===== src/rtl/demux_lane_sched_if.sv =====
// Byte-stream and lane-side handshake bundle for demux_lane_sched.
// master: the upstream/lane-sink side (testbench or PHY glue).
// slave:  the scheduler itself.
interface demux_lane_sched_if #(
  parameter int DATA_W = 8
);
  logic              in_valid;
  logic [DATA_W-1:0] in_data;
  logic              in_ready;
  logic [3:0]        lane_ready;
  logic [3:0]        out_valid;
  logic [DATA_W-1:0] out_data;
  logic [1:0]        lane_sel;

  modport master (
    output in_valid, in_data, lane_ready,
    input  in_ready, out_valid, out_data, lane_sel
  );

  modport slave (
    input  in_valid, in_data, lane_ready,
    output in_ready, out_valid, out_data, lane_sel
  );
endinterface


===== src/rtl/demux_lane_sched.sv =====
// Round-robin 1x4 byte lane scheduler for the PCIe PHY transmit path.
// One byte is held at a time and is offered to lane lane_sel; a new
// enabled-lane mask only takes effect at a group boundary so that no byte
// group is split across two lane configurations.
// Optional feature: define DEMUX_SCHED_STATS_EN to add saturating
// consumed-byte and stall-cycle counters with a stat_clr strobe.
module demux_lane_sched #(
  parameter int         DATA_W     = 8,
  parameter logic [3:0] RESET_MASK = 4'b1111
`ifdef DEMUX_SCHED_STATS_EN
  , parameter int       STAT_W     = 16
`endif
) (
  input  logic               clk,
  input  logic               reset,
  demux_lane_sched_if.slave  bus,
  input  logic [3:0]         lane_mask_cfg,
  input  logic               cfg_load,
`ifdef DEMUX_SCHED_STATS_EN
  input  logic               stat_clr,
  output logic [STAT_W-1:0]  stat_bytes,
  output logic [STAT_W-1:0]  stat_stalls,
`endif
  output logic [3:0]         active_mask,
  output logic               busy
);

  typedef enum logic [1:0] {IDLE, RUN, STALL} state_t;

  // Lowest enabled lane; 0 for an empty mask.
  function automatic logic [1:0] low_lane(input logic [3:0] m);
    low_lane = 2'd0;
    for (int i = 3; i >= 0; i--)
      if (m[i]) low_lane = 2'(i);
  endfunction

  // Highest enabled lane; 0 for an empty mask.
  function automatic logic [1:0] high_lane(input logic [3:0] m);
    high_lane = 2'd0;
    for (int i = 0; i < 4; i++)
      if (m[i]) high_lane = 2'(i);
  endfunction

  // Next enabled lane above sel with 3->0 wrap; sel itself for a single lane.
  // Scanning the largest offset first lets the nearest enabled lane win.
  function automatic logic [1:0] next_lane(input logic [3:0] m, input logic [1:0] sel);
    logic [1:0] idx;
    next_lane = sel;
    for (int k = 3; k >= 1; k--) begin
      idx = sel + 2'(k);
      if (m[idx]) next_lane = idx;
    end
  endfunction

  state_t            state_q;
  logic [3:0]        active_mask_q;
  logic [1:0]        lane_sel_q;
  logic [3:0]        out_valid_q;
  logic [DATA_W-1:0] out_data_q;
  logic              pend_valid_q;
  logic [3:0]        pend_mask_q;

  logic       held, sel_ready, consume, accept, boundary, apply;
  logic [3:0] cand_mask, mask_next;
  logic [1:0] sel_next;
  logic       in_ready;

  // Handshake, group-boundary detection and next lane/mask selection.
  // A cfg_load in the same cycle overrides the stored pending mask, so a
  // coincident boundary applies the freshly requested value.
  // NOTE: every signal gets a default at the top of always_comb so no path
  // leaves it unassigned, which would otherwise infer a latch.
  always_comb begin
    held      = |out_valid_q;
    sel_ready = bus.lane_ready[lane_sel_q];
    consume   = held & sel_ready;
    cand_mask = cfg_load ? lane_mask_cfg : pend_mask_q;
    boundary  = (consume & (lane_sel_q == high_lane(active_mask_q))) |
                (!held & (lane_sel_q == low_lane(active_mask_q)));
    apply     = boundary & (cfg_load | pend_valid_q);
    mask_next = apply ? cand_mask : active_mask_q;
    sel_next  = lane_sel_q;
    if (apply)        sel_next = low_lane(cand_mask);
    else if (consume) sel_next = next_lane(active_mask_q, lane_sel_q);
    // A byte cannot be taken in the cycle a zero mask is applied: it would
    // have no lane to go to.
    in_ready  = !reset && (state_q != IDLE) && (!held || sel_ready) &&
                !(apply && (cand_mask == 4'b0000));
    accept    = bus.in_valid & in_ready;
  end

  // Scheduler FSM and all registered outputs. STALL records that the held
  // byte was refused by its lane at the last edge.
  // NOTE: sequential state uses non-blocking assignments only, so every
  // register samples the pre-edge values regardless of statement order.
  always_ff @(posedge clk) begin
    if (reset) begin
      state_q       <= (RESET_MASK == 4'b0000) ? IDLE : RUN;
      active_mask_q <= RESET_MASK;
      lane_sel_q    <= low_lane(RESET_MASK);
      out_valid_q   <= 4'b0000;
      out_data_q    <= '0;
      pend_valid_q  <= 1'b0;
      pend_mask_q   <= 4'b0000;
    end else begin
      active_mask_q <= mask_next;
      lane_sel_q    <= sel_next;

      if (apply) begin
        pend_valid_q <= 1'b0;
      end else if (cfg_load) begin
        pend_valid_q <= 1'b1;
        pend_mask_q  <= lane_mask_cfg;
      end

      if (accept) begin
        out_valid_q <= 4'b0001 << sel_next;
        out_data_q  <= bus.in_data;
      end else if (consume) begin
        out_valid_q <= 4'b0000;
      end

      if (mask_next == 4'b0000)  state_q <= IDLE;
      else if (held && !consume) state_q <= STALL;
      else                       state_q <= RUN;
    end
  end

`ifdef DEMUX_SCHED_STATS_EN
  logic [STAT_W-1:0] stat_bytes_q, stat_stalls_q;

  // Saturating statistics; stat_clr wins over a same-cycle increment.
  always_ff @(posedge clk) begin
    if (reset || stat_clr) begin
      stat_bytes_q  <= '0;
      stat_stalls_q <= '0;
    end else begin
      if (consume && (stat_bytes_q != '1))
        stat_bytes_q <= stat_bytes_q + 1'b1;
      if (held && !sel_ready && (stat_stalls_q != '1))
        stat_stalls_q <= stat_stalls_q + 1'b1;
    end
  end

  assign stat_bytes  = stat_bytes_q;
  assign stat_stalls = stat_stalls_q;
`endif

  assign bus.in_ready  = in_ready;
  assign bus.out_valid = out_valid_q;
  assign bus.out_data  = out_data_q;
  assign bus.lane_sel  = lane_sel_q;
  assign active_mask   = active_mask_q;
  assign busy          = (|out_valid_q) | pend_valid_q;

endmodule

===== src/flat_wrapper.sv =====
// flat-port wrapper written by rule: the top's interface ports become plain ports
module demux_lane_sched_flat 
#(
  parameter int         DATA_W     = 8,
  parameter logic [3:0] RESET_MASK = 4'b1111

)
  (clk, reset, lane_mask_cfg, cfg_load, active_mask, busy, bus_in_valid, bus_in_data, bus_lane_ready, bus_in_ready, bus_out_valid, bus_out_data, bus_lane_sel);
  demux_lane_sched_if #(.DATA_W(DATA_W)) bus_i ();
  input  logic clk;
  input  logic reset;
  input  logic [3:0] lane_mask_cfg;
  input  logic cfg_load;
  output logic [3:0] active_mask;
  output logic busy;
  input wire logic [$bits(bus_i.in_valid)-1:0] bus_in_valid;
  input wire logic [$bits(bus_i.in_data)-1:0] bus_in_data;
  input wire logic [$bits(bus_i.lane_ready)-1:0] bus_lane_ready;
  output wire logic [$bits(bus_i.in_ready)-1:0] bus_in_ready;
  output wire logic [$bits(bus_i.out_valid)-1:0] bus_out_valid;
  output wire logic [$bits(bus_i.out_data)-1:0] bus_out_data;
  output wire logic [$bits(bus_i.lane_sel)-1:0] bus_lane_sel;
  assign bus_i.in_valid = bus_in_valid;
  assign bus_i.in_data = bus_in_data;
  assign bus_i.lane_ready = bus_lane_ready;
  assign bus_in_ready = bus_i.in_ready;
  assign bus_out_valid = bus_i.out_valid;
  assign bus_out_data = bus_i.out_data;
  assign bus_lane_sel = bus_i.lane_sel;
  demux_lane_sched #(.DATA_W(DATA_W), .RESET_MASK(RESET_MASK)) u_core (.clk(clk), .reset(reset), .bus(bus_i), .lane_mask_cfg(lane_mask_cfg), .cfg_load(cfg_load), .active_mask(active_mask), .busy(busy));
endmodule

===== config.mk =====
export PLATFORM = sky130hd
export DESIGN_NAME = demux_lane_sched_flat
export DESIGN_NICKNAME = d
export VERILOG_FILES = /design/src/rtl/demux_lane_sched_if.sv /design/src/rtl/demux_lane_sched.sv /design/src/flat_wrapper.sv
export SDC_FILE = /design/constraint.sdc
export NUM_CORES = 1
export LEC_CHECK = 0
export ABC_AREA = 1
export BUFFER_PORTS_ARGS = -buffer_cell sky130_fd_sc_hd__buf_2
export CORE_ASPECT_RATIO = 1.4
export CORE_MARGIN = 3
export CORE_UTILIZATION = 45
export CTS_BUF_LIST = sky130_fd_sc_hd__clkbuf_16
export DETAILED_ROUTE_END_ITERATION = 10
export PLACE_DENSITY = 0.8
export SETUP_SLACK_MARGIN = 0.3
export SYNTH_ARGS = -nofsm -noshare
export SYNTH_HDL_FRONTEND = slang
export SYNTH_SLANG_ARGS = --single-unit

===== constraint.sdc =====
create_clock -name clk -period 3.4 [get_ports clk]
set_clock_uncertainty 0.1 [all_clocks]
set_input_delay 0.34 -clock clk [delete_from_list [all_inputs] [get_ports clk]]
set_output_delay 0.34 -clock clk [all_outputs]
set_load 0.02 [all_outputs]

Yosys cells after proc, flatten, opt, wreduce, memory -nomap -nowiden. Cells that the tools add are included.

Bits in registers: 25. Output and inout port bits: 20.

$add $sub $neg: 3. Order comparisons: 4. Equal/unequal tests: 2. Shift operators: 1. Mux-type cells: 30. Bitwise logic cells: 8. Reductions and logical operators: 17.

Operators by type and width (count): 2-to-1 mux 2 bit (16); 2-to-1 mux 4 bit (4); < comparator 2 x 3 -> 1 bit (second input constant) (4); binary-select mux 1 bit (select 2 bit) (4); zero test 4 bit (2); 2-to-1 mux 1 bit (6); bitwise AND 1 bit (5); logical AND 1 bit (5); adder 2 bit (second input constant) (2); == test 2 bit (2); zero test 1 bit (4); nonzero test 2 bit (2); OR reduction 2 bit (2); OR reduction 4 bit (1); left shift 1 x 2 -> 4 bit (first input constant) (1); bitwise OR 1 bit (3); adder 2 x 1 -> 2 bit (second input constant) (1); logical OR 1 bit (1).

Depth between registers and ports, before layout.
Depth after elaboration: 13. Gate-level depth with buffers: 15. Depth with buffers taken out: 15.

Worst setup path before layout. No wires, ideal clock.

Path type: flip-flop to flip-flop. Start point: register u_core.lane_sel_q[1], in the netlist u_core.bus.lane_sel[1]. End point: register u_core.active_mask_q[3], in the netlist u_core.active_mask[3]. Setup time: 0.123 ns. Arrival time: 1.651 ns. Data required time: 3.177 ns. Setup slack: 1.526 ns. Stages on the path, launching flop included: 13. Cell sequence: dfxtp_1 buf_6 inv_4 nand3_1 nand2_2 nor2_4 nor2_4 nand2_4 nand2_4 nand2_4 buf_6 o21ai_2 or2_2.

Cells in the longest elaborated chain, start to end: 7. Elaborated cells between the ends (all ways): 10. Classes of those cells: eq/ne: 2; mux: 3; bitwise: 5.

Ends and longest elaborated chain: start, declared (line demux_lane_sched.sv:57) `logic [1:0] lane_sel_q;`; start signal, assigned (line demux_lane_sched.sv:100) `lane_sel_q <= low_lane(RESET_MASK);`; start signal, assigned (line demux_lane_sched.sv:107) `lane_sel_q <= sel_next;`; binary-select mux 1 bit (select 2 bit) (line demux_lane_sched.sv:75) `sel_ready = bus.lane_ready[lane_sel_q];`; 2-to-1 mux 1 bit (implied by the code) (line demux_lane_sched.sv:75); bitwise AND 1 bit (line demux_lane_sched.sv:76) `consume = held & sel_ready;`; bitwise AND 1 bit (line demux_lane_sched.sv:78) `boundary = (consume & (lane_sel_q == high_lane(active_mask_q))) |`; bitwise OR 1 bit (*) (line demux_lane_sched.sv:78); bitwise AND 1 bit (*) (line demux_lane_sched.sv:80) `apply = boundary & (cfg_load | pend_valid_q);`; 2-to-1 mux 4 bit (*) (line demux_lane_sched.sv:81) `mask_next = apply ? cand_mask : active_mask_q;`; end signal, assigned (line demux_lane_sched.sv:106) `active_mask_q <= mask_next;`; end, declared (line demux_lane_sched.sv:56) `logic [3:0] active_mask_q;`.

Mark *: on every way between the ends. The rest lies on a longest branch, timed or not. The select of a mux whose other input is x is not followed. A chain may end at the register's enable or synchronous reset.

Worst setup path in the final report.
Start point: register u_core.lane_sel_q[0], in the netlist u_core.bus.lane_sel[0]. End point: output port bus_in_ready.

Cells in the longest elaborated chain, start to end: 9. Elaborated cells between the ends (all ways): 14. Classes of those cells: eq/ne: 2; mux: 2; bitwise: 5; reduce/logical: 5.

Ends and longest elaborated chain: binary-select mux 1 bit (select 2 bit) (line demux_lane_sched.sv:75); 2-to-1 mux 1 bit (implied by the code) (line demux_lane_sched.sv:75); bitwise AND 1 bit (line demux_lane_sched.sv:76); bitwise AND 1 bit (line demux_lane_sched.sv:78); bitwise OR 1 bit (line demux_lane_sched.sv:78); bitwise AND 1 bit (line demux_lane_sched.sv:80); logical AND 1 bit (line demux_lane_sched.sv:88) `!(apply && (cand_mask == 4'b0000));`; zero test 1 bit (line demux_lane_sched.sv:88); logical AND 1 bit (*) (line demux_lane_sched.sv:87) `in_ready = !reset && (state_q != IDLE) && (!held || sel_ready) &&`; end, declared (line flat_wrapper.sv:19) `output wire logic [$bits(bus_i.in_ready)-1:0] bus_in_ready;`.

Marks and branches as above.

==> out/qor.csv <==
stage,metric,value,unit
pwr,cellPowerDensity,1040,mW/mm²
clock_network,cts.sinks,25,
sta,slew_viol_final,0,
setup_path,crit_required,2960,ps
placement,finalWeightedCongestion,0.788,
cells_and_area,final_cell_mix,"nand2_1, buf_2, dfxtp_1",
pwr,ir_drop,0.680,mV
cells_and_area,final_nets,281,
sta,fin_crit_sh,0.705,
setup_path,r2r_cells,12,
cells_and_area,finalNonFillerCells,299,
hold_path,hp-class,in -> reg,
synth,synth_nets,244,
pwr,clockPowerShare,0.144,
grt,antenna_found_initial,0,
clock_network,clockBufferDepth,2,
die,die_area,0.00405,mm²
sta,worst_pin_slew,500,ps
die,initial_core_util,0.473,
pwr,combPwrFrac,0.591,
cells_and_area,final_common_cell,nand2_1,
placement,place_inst,295,
drt,drtIter0Drc,40,
clock_network,clock_latency,260,ps
grt,grt_max_degree,19,
synth,yosysWarnings,0,
clock_network,cts_tree,built,
die,row_count,24,
status,status,completed,
pwr,netSwitchingPower,0.925,mW
sta,hold_viol_final,0,
cells_and_area,final_core_util,0.558,
placement,dpl.hpwl,2580,µm
setup_path,cp.arrival,1960,ps
sta,layout_min_cycle_time,2400,ps
flow_run,drv_cap,0,
sta,rsz0062_at_grt,no,
synth,ys_types,27,
die,die-width,54.6,µm
placement,place_area,0.00168,mm²
die,die_h,74.1,µm
clock_network,root_buffer,clkbuf_16,
synth,syn_inst,224,
grt,grt_pass1_wl,5490,µm
drt,vias,1494,
setup_path,path_class,reg -> out,
pwr,seq_power_share,0.265,
synth,syn_avg_cell_area,6.65,µm²
clock_network,cts_buffers,3,
clock_network,clkTransAtPathRegs,60,ps
pwr,p_int,0.896,mW
sta,fmax,0.417,GHz
cells_and_area,antenna_cells,0,
drt,dr.pass1.iters,4,
clock_network,htreeDepth,1,
die,io_pins,40,
die,coreArea,0.00315,mm²
drt,ant_nets,0,
cells_and_area,drive_above_1_share,0.265,
pwr,p_sw_frac,0.508,
grt,grt.total_usage,0.181,
pwr,leakage,0.921,nW
synth,ys_seq_area_frac,0.336,
clock_network,cts_setup_buffers,0,
setup_path,end_kind,output port,
clock_network,ctsHoldBuffers,0,
clock_network,ctsResizeCount,0,
setup_path,crit_path_start_kind,flop,
setup_path,r2r_start,u_core.bus.lane_sel[0],
sta,tns,0,ps
hold_path,hold_path_depth,3,
hold_path,min-delay-start,bus_in_data[2],
sta,max-slew-margin-rel,0.666,
synth,syn-cell-area,0.00149,mm²
cells_and_area,fin_area,0.00176,mm²
setup_path,reg2reg_slack,1150,ps
cells_and_area,area_delta_synth_final,18.0,%
setup_path,reg2reg_to,u_core.bus.out_valid[1],
sta,setup_viol,0,
drt,wl_per_cell,11.3,µm
grt,grt_pass1_vias,1366,
hold_path,whs_endpoint,u_core.bus.out_data[2],
drt,finalWirelength,3390,µm
drt,vias_per_cell,5.00,
grt,overflow,0,
placement,portBuffers,39,
drt,drc_errors,0,
setup_path,crit_path_max_fanout,14,
synth,postSynthRegisterBits,25,
worst max-delay path: stages, from the launching register on:
cell and delay (ps):
dfxtp_1 630, inv_2 170, nand3_2 110, nand2_4 60, nor2_4 150, nand2_1 100
o211ai_1 110, inv_1 100, nand2_1 80, inv_1 30, buf_2 150
routing by layer:
metal / wire length (µm) / part of all wire / global-route usage / vias up
li1: - / - / - / 781
met4: 77 / 0.023 / 0.0970 / 0
met5: 0 / 0 / 0 / -
met1: 1320 / 0.39 / 0.198 / 670
met3: 153 / 0.045 / 0.0240 / 7
met2: 1830 / 0.54 / 0.324 / 36
Yosys cell counts, drive strengths merged:
cell / number / area share
a21oi: 18 / 0.060
buf: 6 / 0.037
clkbuf: 1 / 0.0025
dfxtp: 25 / 0.34
inv: 23 / 0.060
mux2i: 2 / 0.013
nand2: 85 / 0.24
nand3: 22 / 0.096
nand4: 1 / 0.0042
nor2: 20 / 0.069
nor3: 1 / 0.0034
o211ai: 1 / 0.0050
o21ai: 13 / 0.051
or2: 5 / 0.021
xor2: 1 / 0.0059
layout make-up:
cell class                 count  area [µm²]
clock buffer                   3        75.1
clock inverter                 1        7.51
fill                         301        1400
inverter                      23        88.8
multi-input combinational    169         842
sequential                    25         500
tap                           39        48.8
timing repair buffer          39         195
state kept, by name, summed over array words and instances, names as in the netlist:
signal	count
u_core.pend_mask_q	4
u_core.bus.out_valid	4
u_core.state_q	2
u_core.pend_valid_q	1
u_core.bus.out_data	8
u_core.active_mask	4
u_core.bus.lane_sel	2
through the flow:
step / setup slack [ps] / hold slack, ps / total power [mW]
after floorplan: 1530 / 383 / 1.37
after global placement: 1250 / 355 / 1.53
after detailed placement: 1190 / 359 / 1.55
after CTS: 1020 / 220 / 1.83
after global routing: 866 / 238 / 1.98
final: 1000 / 222 / 1.82
worst max path at each step:
| stage | startpoint | endpoint | depth (start not counted) |
|---|---|---|---|
| after global routing | u_core.bus.lane_sel[0] | bus_in_ready | 10 |
| after CTS | u_core.bus.lane_sel[0] | bus_in_ready | 10 |
| final | u_core.bus.lane_sel[0] | bus_in_ready | 10 |
| after detailed placement | u_core.bus.lane_sel[0] | u_core.bus.out_valid[1] | 12 |
| after floorplan | u_core.bus.lane_sel[1] | u_core.active_mask[3] | 12 |
| after global placement | u_core.bus.lane_sel[0] | u_core.bus.out_valid[1] | 12 |
kinds of logic (layout without fill, tap and decap cells):
logic type,after synthesis,count (layout),share of synthesized area
simple gates,134,134,0.429
compound gates,32,32,0.117
buf+inv,30,66,0.0991
flops,25,25,0.336
mux,2,2,0.0134
xor+xnor,1,1,0.00588
power groups by stage:
stage          registers (mW)  clock network, mW  logic [mW]
2_1_floorplan           0.507                  0       0.859
3_3_place_gp            0.486                  0        1.04
3_5_place_dp            0.487                  0        1.07
4_1_cts                 0.481              0.268        1.08
5_1_grt                 0.498              0.278        1.20
6_report                0.482              0.263        1.08
(Power assumes the default switching activity.)
